===== src/rtl/score_counter.sv =====
// score_counter: button/command front end for the 3-digit score display.
// Two raw buttons go through synchronisers, tick-sampled debouncers and
// one-pulse detectors. Game-logic commands (clr, add_en) and the button
// pulses update a saturating 8-bit score.
// The rst_n port is an active-high synchronous reset.
// Optional build macro SCORE_AUTOREPEAT_EN adds auto-repeat on held buttons.
// DEB_LEN must be at least 2.
module score_counter #(
  parameter int MAX_SCORE = 255,
  parameter int DIV_BITS  = 16,
  parameter int DEB_LEN   = 4
`ifdef SCORE_AUTOREPEAT_EN
  ,
  parameter int REP_DELAY = 16,
  parameter int REP_RATE  = 4
`endif
) (
  input  logic       clk,
  input  logic       rst_n,
  input  logic       btn_inc,
  input  logic       btn_dec,
  input  logic       clr,
  input  logic       add_en,
  input  logic [7:0] add_val,
  output logic [7:0] num,
  output logic       inc_pulse,
  output logic       dec_pulse,
  output logic       sat_hit
);

  localparam logic [7:0] MAX8 = 8'(MAX_SCORE);
  localparam logic [8:0] MAX9 = 9'(MAX_SCORE);

  // Clip a 9-bit sum to the score ceiling.
  function automatic logic [7:0] clip_score(input logic [8:0] sum);
    return (sum > MAX9) ? MAX8 : sum[7:0];
  endfunction

  // True when a 9-bit sum had to be clipped.
  function automatic logic over_max(input logic [8:0] sum);
    return (sum > MAX9);
  endfunction

  // Index 0 = increment button, index 1 = decrement button.
  logic [1:0]          btn_raw;
  logic [1:0]          sync_p0, sync_p1;
  logic [DEB_LEN-1:0]  shreg [2];
  logic [1:0]          lvl, lvl_prev, pulse_p;
  logic [1:0]          rep_fire;
  logic [DIV_BITS-1:0] pre_cnt;
  logic                tick;
  logic [8:0]          add_sum;

  assign btn_raw = {btn_dec, btn_inc};
  assign tick    = &pre_cnt;
  assign add_sum = {1'b0, num} + {1'b0, add_val};

  // Free-running prescaler; tick marks the all-ones cycle before wrap.
  always_ff @(posedge clk) begin
    if (rst_n) pre_cnt <= '0;
    else       pre_cnt <= pre_cnt + 1'b1;
  end

  // ---- stage p0/p1: two-flop synchronisers for the asynchronous buttons
  always_ff @(posedge clk) begin
    if (rst_n) begin
      sync_p0 <= '0;
      sync_p1 <= '0;
    end else begin
      sync_p0 <= btn_raw;
      sync_p1 <= sync_p0;
    end
  end

  // ---- debounce: sample on tick, level flips only on a full run of equal samples
  always_ff @(posedge clk) begin
    if (rst_n) begin
      for (int b = 0; b < 2; b++) shreg[b] <= '0;
      lvl <= '0;
    end else begin
      for (int b = 0; b < 2; b++) begin
        if (tick) shreg[b] <= {shreg[b][DEB_LEN-2:0], sync_p1[b]};
        if (&shreg[b])       lvl[b] <= 1'b1;
        else if (~|shreg[b]) lvl[b] <= 1'b0;
      end
    end
  end

`ifdef SCORE_AUTOREPEAT_EN
  localparam int REP_W = $clog2(REP_DELAY + REP_RATE) + 1;
  logic [REP_W-1:0] rep_cnt [2];
  logic [REP_W-1:0] rep_nxt [2];

  // Next repeat count: counts ticks up to the delay, then cycles through the rate window.
  always_comb begin
    rep_fire = '0;
    for (int b = 0; b < 2; b++) begin
      rep_nxt[b] = (rep_cnt[b] == REP_W'(REP_DELAY + REP_RATE - 1)) ?
                   REP_W'(REP_DELAY) : rep_cnt[b] + 1'b1;
      rep_fire[b] = tick & lvl[b] & (rep_nxt[b] == REP_W'(REP_DELAY));
    end
  end

  // Repeat tick counters run only while the debounced level is held high.
  always_ff @(posedge clk) begin
    for (int b = 0; b < 2; b++) begin
      if (rst_n || !lvl[b]) rep_cnt[b] <= '0;
      else if (tick)        rep_cnt[b] <= rep_nxt[b];
    end
  end
`else
  assign rep_fire = '0;
`endif

  // ---- one-pulse: registered rising-edge detect of the debounced levels
  always_ff @(posedge clk) begin
    if (rst_n) begin
      lvl_prev <= '0;
      pulse_p  <= '0;
    end else begin
      lvl_prev <= lvl;
      pulse_p  <= (lvl & ~lvl_prev) | rep_fire;
    end
  end

  assign inc_pulse = pulse_p[0];
  assign dec_pulse = pulse_p[1];

  // ---- score: commands outrank button pulses; pulses lost to a command are dropped
  always_ff @(posedge clk) begin
    if (rst_n) begin
      num     <= '0;
      sat_hit <= 1'b0;
    end else if (clr) begin
      num     <= '0;
      sat_hit <= 1'b0;
    end else if (add_en) begin
      num     <= clip_score(add_sum);
      sat_hit <= over_max(add_sum);
    end else if (inc_pulse && !dec_pulse) begin
      if (num == MAX8) begin
        sat_hit <= 1'b1;
      end else begin
        num     <= num + 8'd1;
        sat_hit <= 1'b0;
      end
    end else if (dec_pulse && !inc_pulse) begin
      if (num == 8'd0) begin
        sat_hit <= 1'b1;
      end else begin
        num     <= num - 8'd1;
        sat_hit <= 1'b0;
      end
    end else begin
      sat_hit <= 1'b0;
    end
  end

endmodule


===== config.mk =====
export PLATFORM = sky130hd
export DESIGN_NAME = score_counter
export DESIGN_NICKNAME = d
export VERILOG_FILES = /design/src/rtl/score_counter.sv
export SDC_FILE = /design/constraint.sdc
export NUM_CORES = 1
export LEC_CHECK = 0
export BUFFER_PORTS_ARGS = -buffer_cell sky130_fd_sc_hd__buf_2
export CAP_MARGIN = 20
export CORE_MARGIN = 2
export CORE_UTILIZATION = 50
export CTS_CLUSTER_SIZE = 30
export DETAILED_ROUTE_END_ITERATION = 8
export PLACE_DENSITY = 0.7
export SKIP_LAST_GASP = 1
export SLEW_MARGIN = 20
export SYNTH_ARGS = -nofsm -noshare
export SYNTH_HDL_FRONTEND = slang
export SYNTH_SLANG_ARGS = --single-unit

===== constraint.sdc =====
create_clock -name clk -period 3 [get_ports clk]
set_input_delay 0.45 -clock clk [delete_from_list [all_inputs] [get_ports clk]]
set_output_delay 0.45 -clock clk [all_outputs]
set_load 0.01 [all_outputs]

* Yosys cells after proc, flatten, opt, wreduce, memory -nomap -nowiden
Memories as Yosys holds them, arrays and structs flattened.
Index checks and enable logic that the tools add are counted.
** Storage, ports and cells
- Word-level logic and storage cells :: 59
- Output and inout port bits :: 11
- Memory bits (writable) :: 8
- Bits in registers :: 35
- Memories kept :: 1
** Operators by class
- Bitwise gates (word level) :: 4
- Mux-type cells :: 22
- Equal/unequal tests :: 5
- Add/subtract/negate cells :: 4
- Reduce and logical (&&, ||, !) cells :: 13
- $lt $le $gt $ge :: 1
** Memories
- shreg :: depth 2, bits a word 4, rd ports 2, clocked after memory_dff 0, wr ports 2, RTL line 47 : logic [DEB_LEN-1:0] shreg [2];
** Operators by type and width (number)
- 2-to-1 mux 8 bit :: 6
- adder 16 x 1 -> 16 bit, second input constant :: 1
- AND reduction 16 bit :: 1
- 2-to-1 mux 1 bit :: 14
- adder 8 x 8 -> 9 bit :: 1
- greater-than comparator 9 x 8 -> 1 bit, second input constant :: 1
- adder 8 x 1 -> 8 bit, second input constant :: 1
- == test 8 bit, second input constant :: 1
- logical NOT 8 bit :: 1
- 2-to-1 mux 4 bit :: 2
- AND reduction 4 bit :: 2
- OR reduction 4 bit :: 2
- subtractor 8 x 1 -> 8 bit, second input constant :: 1
- != test 3 bit, second input constant :: 2
- != test 2 bit, second input constant :: 2
- AND reduction 3 bit :: 1
- nonzero test 3 bit :: 1
- AND 2 bit :: 1
- logical AND 1 bit :: 2
- logical NOT 1 bit :: 2
- inverter 2 bit :: 1
- bitwise OR 1 bit :: 2
- OR reduction 2 bit :: 1

* Longest topological paths before layout
- Word-level depth :: 5
- Mapped depth :: 9

* Worst setup path after synthesis
Ideal clock, no wire load.
- Path type :: input -> register
- Start point :: input add_val[0]
- End point :: register num[7]
- Path slack :: 0.791 ns
- Required time :: 2.875 ns
- Cell stages on the path :: 7
- Path buffers :: 0
- Arrival :: 2.084 ns
- Setup time :: 0.125 ns
- Cells stage by stage :: ha_1 -> fa_1 -> a211oi_1 -> o21bai_1 -> a21o_1 -> o41ai_1 -> o2bb2ai_1
** Between the ends
- Longest elaborated chain between the ends :: 4
** Ends and longest elaborated chain
- start: declaration :: RTL line 24 : input logic [7:0] add_val,
- adder 8 x 8 -> 9 bit (*) :: RTL line 56 : assign add_sum = {1'b0, num} + {1'b0, add_val};
- greater-than comparator 9 x 8 -> 1 bit :: RTL line 36 : return (sum > MAX9) ? MAX8 : sum[7:0];
- 2-to-1 mux 8 bit (*) :: RTL line 36
- 2-to-1 mux 8 bit (*) :: RTL line 137 : end else if (add_en) begin
- end signal: assignment :: RTL line 138 : num <= clip_score(add_sum);
- end signal: assignment :: RTL line 144 : num <= num + 8'd1;
- end signal: assignment :: RTL line 151 : num <= num - 8'd1;
- end: declaration :: RTL line 25 : output logic [7:0] num,
Every way passes the cells marked *; elsewhere a longest branch is shown, timed or not.
A chain may end at the register's enable or synchronous reset.

* Worst setup path in the final report
- Start point :: register num[0]
- End point :: register num[7]
** Between the ends
- Longest elaborated chain between the ends :: 5
- Elaborated cells between the ends (all ways) :: 15
** Ends and longest elaborated chain
- branches (longest 5 deep; another with adder 8 x 8 -> 9 bit)
Parallel ways; which one is timed is not known. The select of a mux whose other input is x is not followed.

==> summary.md <==
| Metric | Value |
|---|---|
| Yosys warns | 0 |
| Worst EP required | 3.17 ns |
| Gates resized, CTS repair | 0 |
| Number of flops mapped to enable cells by yosys | 8 |
| RSZ-0062 raised after global routing | false |
| Placed wire-length estimate after detailed placement | 3.23 mm |
| Dpl ws | 0.552 ns |
| Antenna Cells | 0 |
| Relative slew slack | 63.6% |
| First-pass GRT wire length | 7.45 mm |
| Final Skew | 0.00320 ns |
| Share of synthesized registers carrying an async set or reset | 0% |
| Cell with the largest stage delay on the worst path | dfxtp_1 |
| Length of the first detailed-routing pass in iterations | 4 |
| Post-synthesis mux area share | 1.28% |
| Period utilisation layout | 79.8% |
| Post-Synthesis Cells | 251 |
| Maximum number of pins on one net before global-route repair | 29 |
| Compound-cell area share of the yosys netlist | 18.7% |
| Worst path setup slack after routing | 0.607 ns |
| Cell area after synthesis | ~2300 um^2 |
| Initial core utilization | 52.8% |
| Post-synth cell types | 47 |
| Max capacitance violation total | 0 |
| Largest stage delay on the critical path | 0.43 ns |
| Critical path endpoint category | flop |
| Synth Net Count | 282 |
| TNS Setup | 0 ns |
| Avg WL per Cell | approximately 13 um |
| Area of the die | 5260 um^2 |
| Endpoints failing hold | 0 |
| Overall global routing resource usage | about 18% |
| Number of vias per cell after detailed routing | 5.66 |
| Final Slew Violations | 0 |
| Clock-pin slew of the registers on the worst-case setup and hold paths | 0.08 ns |
| Number of failing setup endpoints in the final timing report | 0 |
| List of cells traversed by the critical path | ha_1, fa_1, a211oi_1, o21bai_1, a21o_1, o41ai_1, o2bb2ai_1 |
| Violation count after the first detailed-route iteration | 101 |
| Class of the worst hold path | in -> reg |
| Clk_lat worst skew | 0.29 ns |
| Critical-path maximum fanout | 8 |
| TritonCTS sink count | 43 |
| Main synth FF type | dfxtp_1 |
| Vias in the first global route | 1686 |
| Antenna violations before repair | 0 |
| Number of hold buffers added after CTS | 0 |
| Power Dens Cells | 445 nW/um^2 |
| # port buffers | 24 |
| Sequential-to-total area share from yosys stat | roughly two fifths |
| Number of synthesized register bits | 43 |
| Startpoint Class | flop |
| VDD IR max | about 280 uV |
| Simple-gate share of the synthesized area | ~22% |
| Total Power | 1.15 mW |
| Leakage power | around 1.1 nW |
| CTS H-tree depth | 2 |
| Most common cell after layout, fill and taps aside | dfxtp_1 |
| Kind of critical path | reg -> reg |
| Count of standard-cell rows | 24 |
| Synth Area per Inst | 9.35 um^2 |
| Remaining global-route overflow | 0 |
| Cts bufs inserted | 5 |
| Vertical extent of the die | 72.5 um |
| Met2 track utilization from global routing | 28.2% |
| Number of design rule violations left after detail routing | 0 |
| Main combinational cell family by area after synthesis | simple AND/OR/NAND/NOR gates |
| Fmax | 0.418 GHz |
| Data arrival time of the critical path | 2.57 ns |
| Post-route ant nets | 0 |
| Number of top-level design ports | 25 |
| Actual transition at the worst max-transition pin | 0.546 ns |
| Share of layout cells above drive strength 1 | 14.5% |
| Met3 capacity usage during global routing | 3.47% |
| Final worst path period need | between 2 and 2.5 ns |
| Post-synthesis adder-cell area fraction | under 10% |
| Die Width | 72.5 um |
| Area growth, synth to finish | 10.3% |
| Post CTS Setup Buffer Count | 0 |
| Post-Synth XOR/XNOR Area | under 10% |
| Most crowded layer after global routing | met2 |
| Master cell of the clock root buffer | clkbuf_8 |
| Vias after detailed routing | 1856 |
| Result of the run | complete, no violations |
| Weighted congestion at the end of routability-driven global placement | between 0.8 and 0.9 |
| TritonCTS clock tree | yes |
| Number of nets in the final layout | 306 |
| Met1 global-route usage | between 20% and 30% |
| Leading cell types in the layout, fill and taps excluded | 35 x dfxtp_1, 25 x nor2_1, 24 x buf_2 |
| Maximum buffer depth of the clock tree | 2 |
| Placeable core area | 4440 um^2 |
| Detailed-route wire length | 4.31 mm |
logic make-up after synthesis:
group,count (synthesis)
flip-flops,43
buffers and inverters,9
AND/OR/NAND/NOR,92
multiplexers,3
adder cells (fa/ha/maj),17
AO/OA/AOI/OAI,70
XOR/XNOR,17
where the power goes:
| part | switching (mW) | internal (mW) |
|---|---|---|
| clock | 0.192 | 0.163 |
| combinational | 0.0949 | 0.0807 |
| sequential | 0.0188 | 0.603 |
| total | 0.305 | 0.847 |
final cells by class:
type,count,area (um^2)
clock buffer,6,72.6
clock inverter,2,12.5
fill,398,1850
inverter,2,7.51
multi-input combinational,199,1370
sequential,43,941
tap,52,65.1
timing repair buffer,24,120
through the flow:
| stage | utilization [%] | instance area, um^2 | instances | hold slack, ns |
|---|---|---|---|---|
| after floorplan | - | 2350 | 251 | 0.367 |
| after global placement | 56.4 | 2500 | 320 | 0.372 |
| after detailed placement | 56.4 | 2500 | 320 | 0.385 |
| after CTS | 58.3 | 2590 | 328 | 0.356 |
| after global routing | 58.3 | 2590 | 328 | 0.368 |
| final | 58.3 | 2590 | 328 | 0.365 |
worst paths after layout:
| path | startpoint | slack [ns] | cells after the start | endpoint |
|---|---|---|---|---|
| hold reg to reg | lvl_prev[0] | 0.39 | 1 | pulse_p[0] |
| setup reg to reg | num[0] | 0.61 | 7 | num[7] |
| hold / removal | btn_dec | 0.37 | 2 | sync_p0[1] |
| setup / recovery | num[0] | 0.61 | 7 | num[7] |
flip-flops by register name, indices dropped and copies added, names as in the netlist:
name and flops:
sync_p1 2, shreg 8, lvl 2, pulse_p 2, lvl_prev 2, sync_p0 2
sat_hit 1, pre_cnt 16, num 8
synthesized netlist by cell type, types with 2 or more instances:
cell | instances | area (um^2)
a21o_1 | 6 | 45.0
nand2b_1 | 4 | 25.0
nor2b_1 | 11 | 68.8
inv_1 | 2 | 7.51
xor2_1 | 10 | 87.6
o21ai_0 | 14 | 70.1
and2_1 | 9 | 56.3
nand2_1 | 12 | 45.0
nand3_1 | 6 | 30.0
o21bai_1 | 4 | 30.0
edfxtp_1 | 8 | 240
o21ai_1 | 3 | 15.0
or3_1 | 3 | 18.8
mux2i_1 | 3 | 30.0
fa_1 | 2 | 40.0
a21oi_1 | 15 | 75.1
xnor2_1 | 7 | 61.3
a31oi_1 | 3 | 18.8
dfxtp_1 | 35 | 701
o21a_1 | 4 | 30.0
and3_1 | 3 | 18.8
o22ai_1 | 5 | 31.3
clkbuf_1 | 6 | 22.5
nor2_1 | 25 | 93.8
o31ai_1 | 3 | 22.5
a211oi_1 | 9 | 67.6
nand4_1 | 4 | 25.0
nor3_1 | 2 | 10.0
ha_1 | 15 | 188
metal layers:
layer	vias up	part of all wire, %
met4	0	2.2
met5	-	0
li1	963	-
met1	839	51
met2	45	43
met3	9	3.5
worst max-delay path, delay by kind of cell (launching register included):
family	cells	cell delay, ns
adders and majority gates	2	0.71
DFF	1	0.43
AOI/OAI and AO/OA	5	1.15
No activity file was read; power rests on OpenSTA's default activity.
